<file path="config.mk">
export PLATFORM = sky130hd
export DESIGN_NAME = uart_tx
export DESIGN_NICKNAME = d
export VERILOG_FILES = /design/src/rtl/uart_tx.sv
export SDC_FILE = /design/constraint.sdc
export NUM_CORES = 1
export LEC_CHECK = 0
export ABC_AREA = 0
export BUFFER_PORTS_ARGS = -buffer_cell sky130_fd_sc_hd__buf_2
export CAP_MARGIN = 20
export CORE_ASPECT_RATIO = 2
export CORE_MARGIN = 4
export CORE_UTILIZATION = 35
export DETAILED_ROUTE_END_ITERATION = 16
export GPL_TIMING_DRIVEN = 0
export SYNTH_ARGS = -nofsm -noshare
export SYNTH_HDL_FRONTEND = slang
export SYNTH_SLANG_ARGS = --single-unit
export TNS_END_PERCENT = 1
</file>
<file path="constraint.sdc">
create_clock -name CLK -period 1.6 [get_ports CLK]
set_input_delay 0 -clock CLK [delete_from_list [all_inputs] [get_ports CLK]]
set_output_delay 0 -clock CLK [all_outputs]
set_load 0.1 [all_outputs]
</file>
<file path="src/rtl/uart_tx.sv">
// 8N1 UART transmitter: byte handshake in, registered TXD out, LSB first.
// Define UART_TX_FIFO_EN to place a 4-entry FIFO ahead of the framing FSM.
module uart_tx #(
    parameter int CLKS_PER_BIT = 104
) (
    input  logic       CLK,
    input  logic       RESET,
    input  logic       wr_valid,
    input  logic [7:0] wr_data,
    output logic       wr_ready,
    output logic       busy,
    output logic       TXD
);

    localparam logic [1:0] S_IDLE  = 2'd0;
    localparam logic [1:0] S_START = 2'd1;
    localparam logic [1:0] S_DATA  = 2'd2;
    localparam logic [1:0] S_STOP  = 2'd3;

    localparam logic [15:0] BIT_LAST = 16'(CLKS_PER_BIT - 1);

    logic [1:0]  r_state;
    logic [15:0] r_cnt;
    logic [2:0]  r_idx;
    logic [7:0]  r_shift;
    logic        r_txd;

    logic        w_bit_done;
    logic        w_load;
    logic [7:0]  w_load_data;
    logic        w_pending;

    assign w_bit_done = (r_cnt == 16'd0);

`ifdef UART_TX_FIFO_EN
    logic [7:0] r_mem [4];
    logic [1:0] r_wptr;
    logic [1:0] r_rptr;
    logic [2:0] r_count;
    logic       r_full;
    logic       w_push;
    logic       w_pop;
    logic [2:0] w_count_next;

    // Full is registered, so a pop in the same cycle does not reopen wr_ready.
    assign wr_ready     = !RESET && !r_full;
    assign w_push       = wr_valid && wr_ready;
    assign w_pending    = (r_count != 3'd0);
    assign w_pop        = w_pending && ((r_state == S_IDLE) ||
                                        (r_state == S_STOP && w_bit_done));
    assign w_count_next = r_count + {2'b00, w_push} - {2'b00, w_pop};
    assign w_load       = w_pop;
    assign w_load_data  = r_mem[r_rptr];

    always_ff @(posedge CLK) begin
        if (RESET) begin
            r_wptr  <= 2'd0;
            r_rptr  <= 2'd0;
            r_count <= 3'd0;
            r_full  <= 1'b0;
        end else begin
            if (w_push) r_wptr <= r_wptr + 2'd1;
            if (w_pop)  r_rptr <= r_rptr + 2'd1;
            r_count <= w_count_next;
            r_full  <= (w_count_next == 3'd4);
        end
    end

    // NOTE: storage needs no reset; the pointers and count define which entries are valid.
    always_ff @(posedge CLK) begin
        if (w_push) r_mem[r_wptr] <= wr_data;
    end
`else
    assign wr_ready    = !RESET && (r_state == S_IDLE);
    assign w_pending   = 1'b0;
    assign w_load      = wr_valid && wr_ready;
    assign w_load_data = wr_data;
`endif

    // NOTE: all state uses non-blocking assignments so every register samples pre-edge values.
    always_ff @(posedge CLK) begin
        if (RESET) begin
            r_state <= S_IDLE;
            r_cnt   <= 16'd0;
            r_idx   <= 3'd0;
            r_shift <= 8'd0;
            r_txd   <= 1'b1;
        end else begin
            case (r_state)
                S_IDLE: begin
                    if (w_load) begin
                        r_state <= S_START;
                        r_cnt   <= BIT_LAST;
                        r_shift <= w_load_data;
                        r_txd   <= 1'b0;
                    end
                end
                S_START: begin
                    if (w_bit_done) begin
                        r_state <= S_DATA;
                        r_cnt   <= BIT_LAST;
                        r_idx   <= 3'd0;
                        r_txd   <= r_shift[0];
                        r_shift <= {1'b0, r_shift[7:1]};
                    end else begin
                        r_cnt <= r_cnt - 16'd1;
                    end
                end
                S_DATA: begin
                    if (w_bit_done) begin
                        r_cnt <= BIT_LAST;
                        if (r_idx == 3'd7) begin
                            r_state <= S_STOP;
                            r_txd   <= 1'b1;
                        end else begin
                            r_idx   <= r_idx + 3'd1;
                            r_txd   <= r_shift[0];
                            r_shift <= {1'b0, r_shift[7:1]};
                        end
                    end else begin
                        r_cnt <= r_cnt - 16'd1;
                    end
                end
                S_STOP: begin
                    if (w_bit_done) begin
                        // A queued byte starts its frame straight after the stop bit.
                        if (w_load) begin
                            r_state <= S_START;
                            r_cnt   <= BIT_LAST;
                            r_shift <= w_load_data;
                            r_txd   <= 1'b0;
                        end else begin
                            r_state <= S_IDLE;
                            r_txd   <= 1'b1;
                        end
                    end else begin
                        r_cnt <= r_cnt - 16'd1;
                    end
                end
                default: begin
                    r_state <= S_IDLE;
                    r_txd   <= 1'b1;
                end
            endcase
        end
    end

    assign busy = (r_state != S_IDLE) || w_pending;
    assign TXD  = r_txd;

endmodule

</file>
# == After elaboration in Yosys (flattened, before gate mapping) ==
# Cells that the tools add are included.
# classes
n_addsub,2
n_eq_ne,10
mux,28
reduce_logical,12
# ops
operator,count
$mux W16,3
$pmux W16 S3,1
$mux W8,5
$pmux W8 S4,1
$logic_not A16 Y1,1
$sub A16 B1 Y16 const B,1
$ne A2 B2 Y1 const B,6
$reduce_and A4 Y1,3
$mux W2,5
$mux W3,3
$pmux W2 S4,1
$mux W1,7
$pmux W3 S2,1
$reduce_and A5 Y1,1
$eq A2 B2 Y1 const B,2
$pmux W1 S4,1
$reduce_bool A2 Y1,2
$add A3 B1 Y3 const B,1
$eq A3 B3 Y1 const B,1
$eq A2 B1 Y1 const B,1
$logic_and A1 B1 Y1,2
$logic_not A2 Y1,1
$reduce_or A2 Y1,1
$logic_not A1 Y1,1
# word_totals
reg_bits,30
input_bits,11
output_inout_bits,3
elab_cells,57

# == Depth between registers and ports, before layout ==
# depth
ltp_word,6
ltp_mapped,8
mapped_depth_nobuf,8

# == Worst setup path before layout ==
# No wires, ideal clock.
# synth_timing
path_type,register -> register
from,reg r_state[0]
to,reg r_shift[5]
setup_time_ns,0.079
arrival_ns,2.922
required_time_ns,1.521
setup_slack_ns,-1.401
stages_incl_launch_ff,9
n_path_buf,1
period_less_slack_ns,3.001
path_cell_list,dfxtp_1 -> inv_1 -> ha_1 -> nor2b_1 -> and2_1 -> o221a_4 -> buf_8 -> nor2_2 -> a211oi_2
# synth_via
elab_chain_len,6
word_cells_on_any_way,14
classes_between,eq/ne: 7; mux: 3; reduce/logical: 4
# synth_lines
item,line,rtl
start: declaration,22,logic [1:0] r_state;
start signal: assignment,83,r_state <= S_IDLE;
start signal: assignment,92,r_state <= S_START;
start signal: assignment,100,r_state <= S_DATA;
$logic_not A2 Y1 *,74,assign wr_ready = !RESET && (r_state == S_IDLE);
$logic_and A1 B1 Y1 *,74,
net wr_ready,10,"output logic wr_ready,"
$logic_and A1 B1 Y1 *,76,assign w_load = wr_valid && wr_ready;
$mux W8 *,-,
$mux W8,-,
$pmux W8 S4 *,89,case (r_state)
end signal: assignment,94,r_shift <= w_load_data;
end signal: assignment,104,"r_shift <= {1'b0, r_shift[7:1]};"
end signal: assignment,118,"r_shift <= {1'b0, r_shift[7:1]};"
end: declaration,25,logic [7:0] r_shift;
# The timed path passes the listed nets; every way through them passes the cells marked *. The select of a mux whose other input is x is not followed.
# A chain may end at the register's enable or synchronous reset.

# == Final worst setup path ==
# layout_timing
from,reg r_cnt[15]
to,reg r_cnt[2]
# layout_via
elab_chain_len,3
word_cells_on_any_way,4
classes_between,mux: 3; reduce/logical: 1
# layout_lines
item,line,rtl
start: declaration,23,logic [15:0] r_cnt;
start signal: assignment,106,r_cnt <= r_cnt - 16'd1;
start signal: assignment,121,r_cnt <= r_cnt - 16'd1;
start signal: assignment,137,r_cnt <= r_cnt - 16'd1;
$logic_not A16 Y1 *,33,assign w_bit_done = (r_cnt == 16'd0);
$mux W16 (on tied branches),"125, 99, 110",
$pmux W16 S3 *,89,
# Every way passes the cells marked *; elsewhere a longest branch is shown, timed or not.

==> flow_metrics.tcl <==
set metrics [dict create \
    status "finished, violations left" \
    violations "negative setup slack" \
    slew_headroom_pct 65.5 \
    cp-start-kind "register" \
    io_pins 14 \
    async_flop_share_pct 0 \
    final_common_cell "nor2_1" \
    finClkSkew_ns 0.00890 \
    synth_edf_count 0 \
    syn_area_sq_mm 0.00177 \
    maxSlewViolCount 0 \
    core-area_sq_mm 0.00491 \
    dpl.cell_count 275 \
    clockRootBuffer "clkbuf_8" \
    syn_inst 206 \
    cts_num_sinks 30 \
    grt_pass1_vias 1703 \
    clkTransAtPathRegs_ns 0.08 \
    wire_per_inst_microns 16.3 \
    grt-ovfl-total 0 \
    grt_pass1_wl_microns 7940 \
    min_period_ns 1.84 \
    gp_congestion 0.935 \
    nets 262 \
    synth_seq_cells 30 \
    cts_tree "done" \
    grt_use_total_pct 16.6 \
    crit_fanout 5 \
    synth_fp_nets 227 \
    ant_nets 0 \
    synth_flop_cell "dfxtp_1" \
    area_growth_pct 33.1 \
    cp.arrival_ns 2.08 \
    numCtsBuffers 5 \
    critPathRequiredTime_ns 1.84 \
    finalWorstSetupSlack_ns -0.240 \
    crit_type "register to register" \
    synth.distinct_cells 52 \
    vias 1665 \
    drv_cap 0 \
    syn_avg_cell_area_sq_um 8.61 \
    worstHoldPathType "primary input to register" \
    die_width_microns 58.3 \
    die_h_microns 109 \
    tightest_slew_ns 0.517 \
    dr.pass1.iters 4 \
    antenna_found_initial 0 \
    start_util_pct 36.1 \
    setup_viol 29 \
    synth-seq-area-share_pct 33.9 \
    clock_path_buffers 2 \
    insertion_delay_ns 0.30 \
    fin_area_sq_mm 0.00236 \
    n_antenna_cell 0 \
    utilization_pct 48.1 \
    drive_gt1_share_pct 37.2 \
    final_cell_count_no_fill 299 \
    grt_max_degree 12 \
    dpl_cell_area_sq_mm 0.00193 \
    yosys_warnings 0 \
    hpwlAfterDp_microns 3540 \
    layout_common_cells "nor2_1, dfxtp_1, buf_4, buf_2, o21ai_0" \
    drc 0 \
    cp-end-kind "register" \
    die_area_sq_mm 0.00634 \
    whs_ns 0.0468 \
    portBuffers 12 \
    post-route-period-util_pct 115 \
    fmax_mhz 544 \
    vias_per_cell 5.57 \
    cts_max_level 2 \
    drt_wl_total_microns 4860 \
    row_count 36 \
    drt-initial-drc-count 37 \
    rsz0062_at_grt "true" \
    fillers 475 \
    hold_viol 0 \
]
==> critical path, cell delays in order, from the launching register on <==
cell and delay [ns]:
dfxtp_2 0.34, nor4_4 0.39, nand4_1 0.17, buf_4 0.19, o21ai_4 0.25, o21ai_1 0.09
a21oi_1 0.16, o221a_2 0.20
==> worst paths after layout <==
path | from | endpoint | slack (ns) | cells past startpoint
min | wr_data[4] | r_shift[4]$_SDFFE_PP0P_ | 0.05 | 3
min reg2reg | TXD$_SDFFE_PP1P_ | TXD$_SDFFE_PP1P_ | 0.48 | 2
max reg2reg | r_cnt[15]$_SDFF_PP0_ | r_cnt[2]$_SDFF_PP0_ | -0.24 | 7
max | r_cnt[15]$_SDFF_PP0_ | r_cnt[2]$_SDFF_PP0_ | -0.24 | 7
==> logic make-up (layout without fill, tap and decap cells) <==
group	Yosys count	after routing	share of synthesized area [%]
simple gates	80	80	24.8
fa+ha+maj	10	10	7.06
mux	8	8	4.52
buf+inv	15	51	3.95
flops	30	30	33.9
compound gates	58	58	23.4
xor+xnor	5	5	2.47
==> final cells by class <==
class,instances,area (sq um),area share [%]
clock buffer,5,68.8,2.92
clock inverter,3,45.0,1.91
multi-input combinational,161,1270,53.8
sequential,30,617,26.1
buffer,6,46.3,1.96
inverter,9,33.8,1.43
timing repair buffer,28,208,8.80
tap,57,71.3,3.02
==> metrics by stage <==
step	setup slack, ns	setup TNS, ns
final	-0.240	-4.44
after global routing	-0.336	-7.81
after CTS	-0.203	-3.72
after detailed placement	-0.392	-8.30
after global placement	-0.387	-8.11
after floorplan	-0.349	-5.17
==> synth_stat cells, types with 3 or more instances <==
cell type / count / area (sq um)
mux2i_1: 8 / 80.1
a21oi_1: 9 / 45.0
xnor2_1: 3 / 26.3
dfxtp_1: 30 / 601
a211oi_1: 7 / 52.6
nor3_1: 8 / 40.0
nand2_1: 13 / 48.8
ha_1: 10 / 125
inv_1: 9 / 33.8
o21ai_0: 18 / 90.1
nor4_1: 3 / 18.8
nand3_1: 6 / 30.0
nor2_1: 26 / 97.6
nor2b_1: 5 / 31.3
==> flip-flops by register name, summed over array words and instances (netlist names) <==
register	flops
TXD	1
r_state	2
r_cnt	16
r_shift	8
r_idx	3
==> what timing repair did <==
action	4_1_cts	5_1_grt
resized for setup	28	31
hold buffers	1	0
hold endpoints to repair	1	0
gates cloned	0	1
buffers inserted	4	10
pin swaps	9	18
endpoints found under the setup margin	30	30
==> per-layer routing <==
metal	vias up	share of wire (%)	wire length (microns)	track usage [%]
met5	-	0	0	0
met4	0	2.7	130	9.29
met3	10	2.3	111	2.84
met2	24	61	2960	32.5
met1	807	34	1670	15.0
li1	824	-	-	-
Power is not shown: default switching activity piles up to over one toggle a cycle in this logic, so the estimate is an artifact.
